==> config.mk <==
export PLATFORM = sky130hd
export DESIGN_NAME = rob_retire
export DESIGN_NICKNAME = d
export VERILOG_FILES = /design/src/rtl/rob_retire.sv
export SDC_FILE = /design/constraint.sdc
export NUM_CORES = 1
export LEC_CHECK = 0
export CAP_MARGIN = 15
export CORE_MARGIN = 5
export CORE_UTILIZATION = 60
export CTS_BUF_LIST = sky130_fd_sc_hd__clkbuf_2
export CTS_CLUSTER_DIAMETER = 80
export DETAILED_ROUTE_END_ITERATION = 10
export DONT_BUFFER_PORTS = 1
export GPL_TIMING_DRIVEN = 0
export PLACE_DENSITY = 0.89
export REMOVE_ABC_BUFFERS = 1
export SKIP_LAST_GASP = 1
export SLEW_MARGIN = 0
export SYNTH_ARGS = -nofsm -noshare
export SYNTH_HDL_FRONTEND = slang
export SYNTH_SLANG_ARGS = --single-unit
==> constraint.sdc <==
create_clock -name clk -period 2.9 [get_ports clk]
set_input_delay 0.29 -clock clk [delete_from_list [all_inputs] [get_ports clk]]
set_output_delay 0.29 -clock clk [all_outputs]
set_load 0.01 [all_outputs]
==> src/rtl/rob_retire.sv <==
// Eight-entry reorder buffer: allocate at tail, CDB writeback by tag,
// in-order retirement from head at most one entry per cycle.
module rob_retire (
  input  logic       clk,
  input  logic       rst_n,
  input  logic       alloc_valid,
  output logic       alloc_ready,
  input  logic [3:0] alloc_opcode,
  input  logic [3:0] alloc_dest,
  output logic [2:0] alloc_tag,
  input  logic       wb_valid,
  input  logic [2:0] wb_tag,
  input  logic [7:0] wb_value,
  output logic       ret_valid,
  output logic       ret_wen,
  output logic [3:0] ret_dest,
  output logic [7:0] ret_value,
  output logic [2:0] ret_tag,
  output logic [3:0] count,
  output logic       empty,
  output logic       full
);

  localparam logic [3:0] OP_STORE = 4'b0100;

  logic [7:0]      busy_q, busy_d;
  logic [7:0]      done_q, done_d;
  logic [7:0][3:0] op_q, op_d;
  logic [7:0][3:0] dest_q, dest_d;
  logic [7:0][7:0] val_q, val_d;
  logic [2:0]      head_q, head_d;
  logic [2:0]      tail_q, tail_d;
  logic [3:0]      count_q, count_d;
  logic            ret_valid_q, ret_valid_d;
  logic            ret_wen_q, ret_wen_d;
  logic [3:0]      ret_dest_q, ret_dest_d;
  logic [7:0]      ret_value_q, ret_value_d;
  logic [2:0]      ret_tag_q, ret_tag_d;

  logic do_alloc;
  logic do_wb;
  logic do_ret;

  assign full        = (count_q == 4'd8);
  assign empty       = (count_q == 4'd0);
  assign count       = count_q;
  assign alloc_ready = !full;
  assign alloc_tag   = tail_q;

  assign ret_valid = ret_valid_q;
  assign ret_wen   = ret_wen_q;
  assign ret_dest  = ret_dest_q;
  assign ret_value = ret_value_q;
  assign ret_tag   = ret_tag_q;

  // No bypass: a full buffer refuses allocation even while retiring.
  assign do_alloc = alloc_valid && !full;
  assign do_wb    = wb_valid && busy_q[wb_tag] && !done_q[wb_tag];
  assign do_ret   = busy_q[head_q] && done_q[head_q];

  always_comb begin
    busy_d      = busy_q;
    done_d      = done_q;
    op_d        = op_q;
    dest_d      = dest_q;
    val_d       = val_q;
    head_d      = head_q;
    tail_d      = tail_q;
    count_d     = count_q;
    ret_valid_d = do_ret;
    ret_wen_d   = ret_wen_q;
    ret_dest_d  = ret_dest_q;
    ret_value_d = ret_value_q;
    ret_tag_d   = ret_tag_q;

    if (do_ret) begin
      ret_wen_d        = (op_q[head_q] != OP_STORE);
      ret_dest_d       = dest_q[head_q];
      ret_value_d      = val_q[head_q];
      ret_tag_d        = head_q;
      busy_d[head_q]   = 1'b0;
      done_d[head_q]   = 1'b0;
      head_d           = head_q + 3'd1;
    end else begin
      ret_wen_d = 1'b0;
    end

    if (do_wb) begin
      val_d[wb_tag]  = wb_value;
      done_d[wb_tag] = 1'b1;
    end

    if (do_alloc) begin
      busy_d[tail_q] = 1'b1;
      done_d[tail_q] = 1'b0;
      op_d[tail_q]   = alloc_opcode;
      dest_d[tail_q] = alloc_dest;
      tail_d         = tail_q + 3'd1;
    end

    unique case ({do_alloc, do_ret})
      2'b10:   count_d = count_q + 4'd1;
      2'b01:   count_d = count_q - 4'd1;
      default: count_d = count_q;
    endcase
  end

  always_ff @(posedge clk or negedge rst_n) begin
    if (!rst_n) begin
      busy_q      <= '0;
      done_q      <= '0;
      op_q        <= '0;
      dest_q      <= '0;
      val_q       <= '0;
      head_q      <= '0;
      tail_q      <= '0;
      count_q     <= '0;
      ret_valid_q <= 1'b0;
      ret_wen_q   <= 1'b0;
      ret_dest_q  <= '0;
      ret_value_q <= '0;
      ret_tag_q   <= '0;
    end else begin
      busy_q      <= busy_d;
      done_q      <= done_d;
      op_q        <= op_d;
      dest_q      <= dest_d;
      val_q       <= val_d;
      head_q      <= head_d;
      tail_q      <= tail_d;
      count_q     <= count_d;
      ret_valid_q <= ret_valid_d;
      ret_wen_q   <= ret_wen_d;
      ret_dest_q  <= ret_dest_d;
      ret_value_q <= ret_value_d;
      ret_tag_q   <= ret_tag_d;
    end
  end

endmodule

* After elaboration in Yosys (flattened, before gate mapping) *
Index checks and enable logic that the tools add are counted.

cells by class
  $add $sub $neg = 4
  multiply operators = 0
  div/mod/pow operators = 0
  $lt $le $gt $ge = 6
  equality and inequality tests = 4
  shift operators = 0
  multiplexer cells = 34
  bitwise operators = 7
  reduce and logical (&&, ||, !) cells = 11

operator list
  kind                                                                                  number
  32-bit bitwise mux                                                                    2
  64-bit bitwise mux                                                                    1
  8-bit two-way mux                                                                     7
  8-bit AND                                                                             3
  4-bit binary-select mux with 3-bit select                                             2
  8-bit binary-select mux with 3-bit select                                             1
  8-bit demux with 3-bit select                                                         1
  8-bit inverter                                                                        2
  8-bit OR                                                                              2
  1-bit binary-select mux with 3-bit select                                             4
  4-bit demux with 3-bit select                                                         1
  3-bit by 4-bit < comparator with 1-bit output (second input constant)                 3
  4-bit two-way mux                                                                     3
  1-bit demux with 3-bit select                                                         3
  3-bit by 1-bit greater-or-equal comparator with 1-bit output (second input constant)  3
  1-bit two-way mux                                                                     8
  4-bit case mux with 2 select lines                                                    1
  1-bit logical AND                                                                     7
  3-bit by 1-bit adder with 3-bit output (second input constant)                        2
  4-bit by 1-bit adder with 4-bit output (second input constant)                        1
  4-bit equality test (second input constant)                                           1
  4-bit zero test                                                                       1
  4-bit by 3-bit inequality test with 1-bit output (second input constant)              1
  4-bit by 1-bit subtractor with 4-bit output (second input constant)                   1
  other kinds (4)                                                                       5

word-level totals
  register bits = 171
  latch bits = 0
  memory bits (writable) = 0
  memory bits (read-only) = 0
  input port bits = 23
  output and inout port bits = 27
  logic and storage cells = 100
  memories = 0

* Depth between registers and ports, before layout *
  depth in word-level cells = 11
  gate-level depth with buffers = 13
  gate-level depth less buffers = 11

* Least setup slack after synthesis *
OpenSTA, ideal clock, no wires.

  path type = register -> register
  from = reg head_q[2]
  to = reg count_q[2], in the netlist count[2]
  library setup time = 0.130 ns
  arrival time = 2.616 ns
  setup slack = 0.154 ns
  stages on the path, launching flop included = 14
  buffers on the path = 3
  cell sequence = dfrtp_1 -> buf_4 -> mux2_2 -> a22oi_2 -> o32ai_2 -> buf_4 -> buf_6 -> ha_1 -> xor2_1 -> ha_1 -> a21oi_1 -> xor2_1 -> nor2_1 -> xor2_1

on the way
  cells in the longest elaborated chain, start to end = 5
  elaborated cells between the ends (all ways) = 9
  classes of those cells = eq/ne: 2; mux: 5; reduce/logical: 2

ends and longest elaborated chain
  what                                                                                          line  text
  from (decl)                                                                                   31    logic [2:0] head_q, head_d;
  from (signal assigned)                                                                        115   head_q <= '0;
  from (signal assigned)                                                                        129   head_q <= head_d;
  1-bit binary-select mux with 3-bit select                                                     59    assign do_ret = busy_q[head_q] && done_q[head_q];
  1-bit two-way mux (implied by the code)                                                       59
  1-bit logical AND *                                                                           59
  named net do_ret                                                                              42    logic do_ret;
  2-bit by 1-bit equality test with 1-bit output / 2-bit equality test (equally long branches)  101   unique case ({do_alloc, do_ret})
  4-bit case mux with 2 select lines / 2-bit nonzero test (equally long branches)               n/a
  to (signal assigned)                                                                          131   count_q <= count_d;
  to (decl)                                                                                     33    logic [3:0] count_q, count_d;

Mark *: on every way through the listed nets, which the timed path passes. The rest lies on a longest branch. The select of a mux whose other input is x is not followed.
A chain may end at the register's enable or synchronous reset.

* Worst setup path after layout *
  from = reg head_q[2]
  to = reg count_q[2], in the netlist count[2]

on the way
  cells in the longest elaborated chain, start to end = 5
  elaborated cells between the ends (all ways) = 9
  classes of those cells = eq/ne: 2; mux: 5; reduce/logical: 2

ends and longest elaborated chain
  what                                                                                          line
  1-bit binary-select mux with 3-bit select                                                     59
  1-bit two-way mux (implied by the code)                                                       59
  1-bit logical AND *                                                                           59
  2-bit by 1-bit equality test with 1-bit output / 2-bit equality test (equally long branches)  101
  4-bit case mux with 2 select lines / 2-bit nonzero test (equally long branches)               n/a

Mark *: on every way between the ends. The rest lies on a longest branch, timed or not. The select of a mux whose other input is x is not followed.

==> impl_metrics.ini <==
[yosys]
syn-cell-area_mm2 = 0.00779
synth.avg_cell_area_um2 = 13.3
synth.distinct_cells = 59
synthAdderAreaFrac_pct = 0.803
synth_simple_gate_area_share_pct = 8.07
yosysWarnings = 0
synth_edf_count = 0
synth_xor_area_share_pct = 0.900
yosysSeqAreaShare_pct = 54.9
synth_compound_area_share_pct = 6.39
ys_ff_latch = 171
yosys-mux-area-fraction_pct = 26.4
synth_top_family_by_area = multiplexers
async_flop_share_pct = 100
synthCells = 585
synth_ff_type = dfrtp_1

[layout]
final_area_mm2 = 0.00853
final_nets = 635
final_cell_count_no_fill = 792
drive_gt1_share_pct = 34.7
antenna_cells = 0
nFillCells = 866
final_util_pct = 67.3
syn_to_final_growth_pct = 9.51

[global_route]
grt.overflow.total = 0
grt_pass1_wl_mm = 28.8
grt_pass1_vias = 5444
antenna_found_initial = 0
grt_max_degree = 172
grt_use_total_pct = 24.9

[route]
wire_per_inst_um = 22.9
drt-initial-drc-count = 436
ant_nets = 0
drc = 0
via_count = 5025
firstDrtPassIters = 5
wl_mm = 18.1
viasPerCell = 6.34

[timing]
skew_ns = 0.0244
min_period_ns = 2.74
drv_slew = 0
max_slew_margin_pct = 35.0
rsz0062_at_grt = false
max_freq_ghz = 0.365
period_share_pct = 94.5
setup_viol = 0
hold_viol_final = 171
worst_pin_slew_ns = 0.971
holdWs_ns = -0.777
tns_ns = 0
timing.final.ws_setup_ns = 0.158

[pwr]
powerDensity_mw_per_mm2 = 1160
power_mw = 9.86
p_leak_nw = 3.65
ir_drop_uv = 829

[setup_path]
ff2ff_setup_slack_ns = 0.16
path_class = reg -> reg
cp-end-kind = flop
required_ns = 3.53
start_kind = flop
cp_common_cell = xor2_1
r2r_start = head_q[2]$_DFFE_PN0N_
worstReg2RegEnd = count[2]$_DFFE_PN0P_
crit_slowest_cell = dfrtp_4
r2r.worst_path.cells = 11
worstPathCellList = buf_12, mux2_2, a22oi_2, o32ai_4, ha_4, xor2_2, ha_1, a21oi_1, xor2_1, nor2_1, xor2_1
crit_fanout = 17
arrival_ns = 3.37
slowest_delay_ns = 0.49

[floorplanning]
num_io_pins = 50
core_mm2 = 0.0127
die_x_um = 124
die_area_mm2 = 0.0154
rows = 41
start_util_pct = 61.5
die_h_um = 124

[cts]
postCtsHoldBufs = 17
clk_latency_ns = 0.72
root_buffer = clkbuf_2
h-tree-depth = 4
clkSinkCount = 171
clock_path_buffers = 2
numCtsBuffers = 17
cts_tree = yes
clkTransAtPathRegs_ns = 0.24

[job]
cap_violations = 0

[placed_design]
place_area_mm2 = 0.00795
io_buffers = 0
dpl.cell_count = 732
gp_congestion = 0.924
place_ws_ns = -1.08
dp_hpwl_mm = 10.9

[status]
violations = negative hold slack
outcome = finished, violations left

[hold_path]
min_path_type = in -> async
[worst max-delay path, delay by kind of cell, from the launching register on]
family | cells | cell delay, ns
AO/OA/AOI/OAI | 3 | 0.69
adder cells (fa/ha/maj) | 2 | 0.40
AND/OR/NAND/NOR | 1 | 0.07
flip-flops | 1 | 0.49
XOR/XNOR | 3 | 0.44
buffers and inverters | 1 | 0.17
multiplexers | 1 | 0.39
[layer usage]
| metal | up-vias | global-route usage (%) | routed length (µm) |
|---|---|---|---|
| met5 | - | 0 | 0 |
| met4 | 0 | 6.91 | 291 |
| met3 | 27 | 7.86 | 1470 |
| met2 | 195 | 41.5 | 9170 |
| met1 | 2594 | 31.5 | 7170 |
| li1 | 2209 | - | - |
[state kept, by name (all words and copies together) (netlist names)]
signal     cells
ret_dest       4
head_q         3
ret_value      8
ret_wen        1
dest_q        32
ret_valid      1
busy_q         8
op_q          32
alloc_tag      3
val_q         64
ret_tag        3
done_q         8
count          4
[what timing repair did]
item                       4_1_cts  5_1_grt
setup endpoints to repair       24        1
hold endpoints to repair       301      171
setup buffers                    8        2
pin swaps                        1        4
gates cloned                     0        1
gates resized for setup          4        8
[cell type report]
| cell class | instances | area (µm²) | share of cell area [%] |
|---|---|---|---|
| Sequential cell | 171 | 4290 | 50.3 |
| Multi-Input combinational cell | 376 | 3360 | 39.4 |
| Timing Repair Buffer | 31 | 364 | 4.27 |
| Tap cell | 172 | 215 | 2.52 |
| Clock inverter | 14 | 168 | 1.97 |
| Clock buffer | 18 | 90.1 | 1.06 |
| Inverter | 10 | 43.8 | 0.513 |
[cells by family (layout without fill, tap and decap cells)]
group / Yosys count / after routing
AND/OR/NAND/NOR: 117 / 117
flip-flops: 171 / 171
multiplexers: 172 / 172
adder cells (fa/ha/maj): 5 / 5
XOR/XNOR: 8 / 8
buffers and inverters: 38 / 73
AO/OA/AOI/OAI: 74 / 74
[how the worst max path moves through the flow]
stage,start,to,slack (ns),depth (start not counted)
floorplan,head_q[1]$_DFFE_PN0N_,count[2]$_DFFE_PN0P_,-1.55,10
global placement,head_q[1]$_DFFE_PN0N_,count[2]$_DFFE_PN0P_,-3.59,10
detailed placement,head_q[1]$_DFFE_PN0N_,count[2]$_DFFE_PN0P_,-1.08,11
CTS,head_q[2]$_DFFE_PN0N_,count[2]$_DFFE_PN0P_,0.03,11
global route,head_q[2]$_DFFE_PN0N_,count[2]$_DFFE_PN0P_,0.04,11
finish,head_q[2]$_DFFE_PN0N_,count[2]$_DFFE_PN0P_,0.16,11
[synthesized netlist by cell type, types with 3 or more instances]
library cell,n,area share (%)
a31oi_1,10,0.80
clkbuf_1,9,0.43
nand2b_1,3,0.24
nor4_1,9,0.72
dfrtp_1,171,55
nand3b_1,5,0.48
nor3_1,3,0.19
buf_1,3,0.14
nand3_1,6,0.39
inv_1,8,0.39
nand4_1,8,0.64
a21oi_1,17,1.1
mux2_2,140,20
o21ai_0,14,0.90
nor2b_1,6,0.48
nor2_1,27,1.3
nand2_1,37,1.8
mux2i_1,19,2.4
ha_1,5,0.80
and2_1,3,0.24
xor2_1,4,0.45
a21boi_0,4,0.39
mux4_2,13,3.8
buf_2,10,0.64
buf_4,4,0.39
xnor2_1,4,0.45
[cells in the final DEF (no fill, tap or decap), drive strengths merged, types with 8 or more instances in the layout]
cell type    count
a21oi           17
a31oi           10
buf             13
clkbuf          19
dfrtp          171
dlygate4sd3     17
inv             13
mux2           140
mux2i           19
mux4            13
nand2           38
nand4            8
nor2            27
nor4             9
o21ai           14
[report_power, final]
part	switching, mW	leakage (nW)	internal (mW)	total, mW
clock	0.844	0.153	0.490	1.33
combinational	1.86	1.44	2.14	3.99
sequential	0.968	2.06	3.57	4.53
Power figures use the tool's default switching activity.
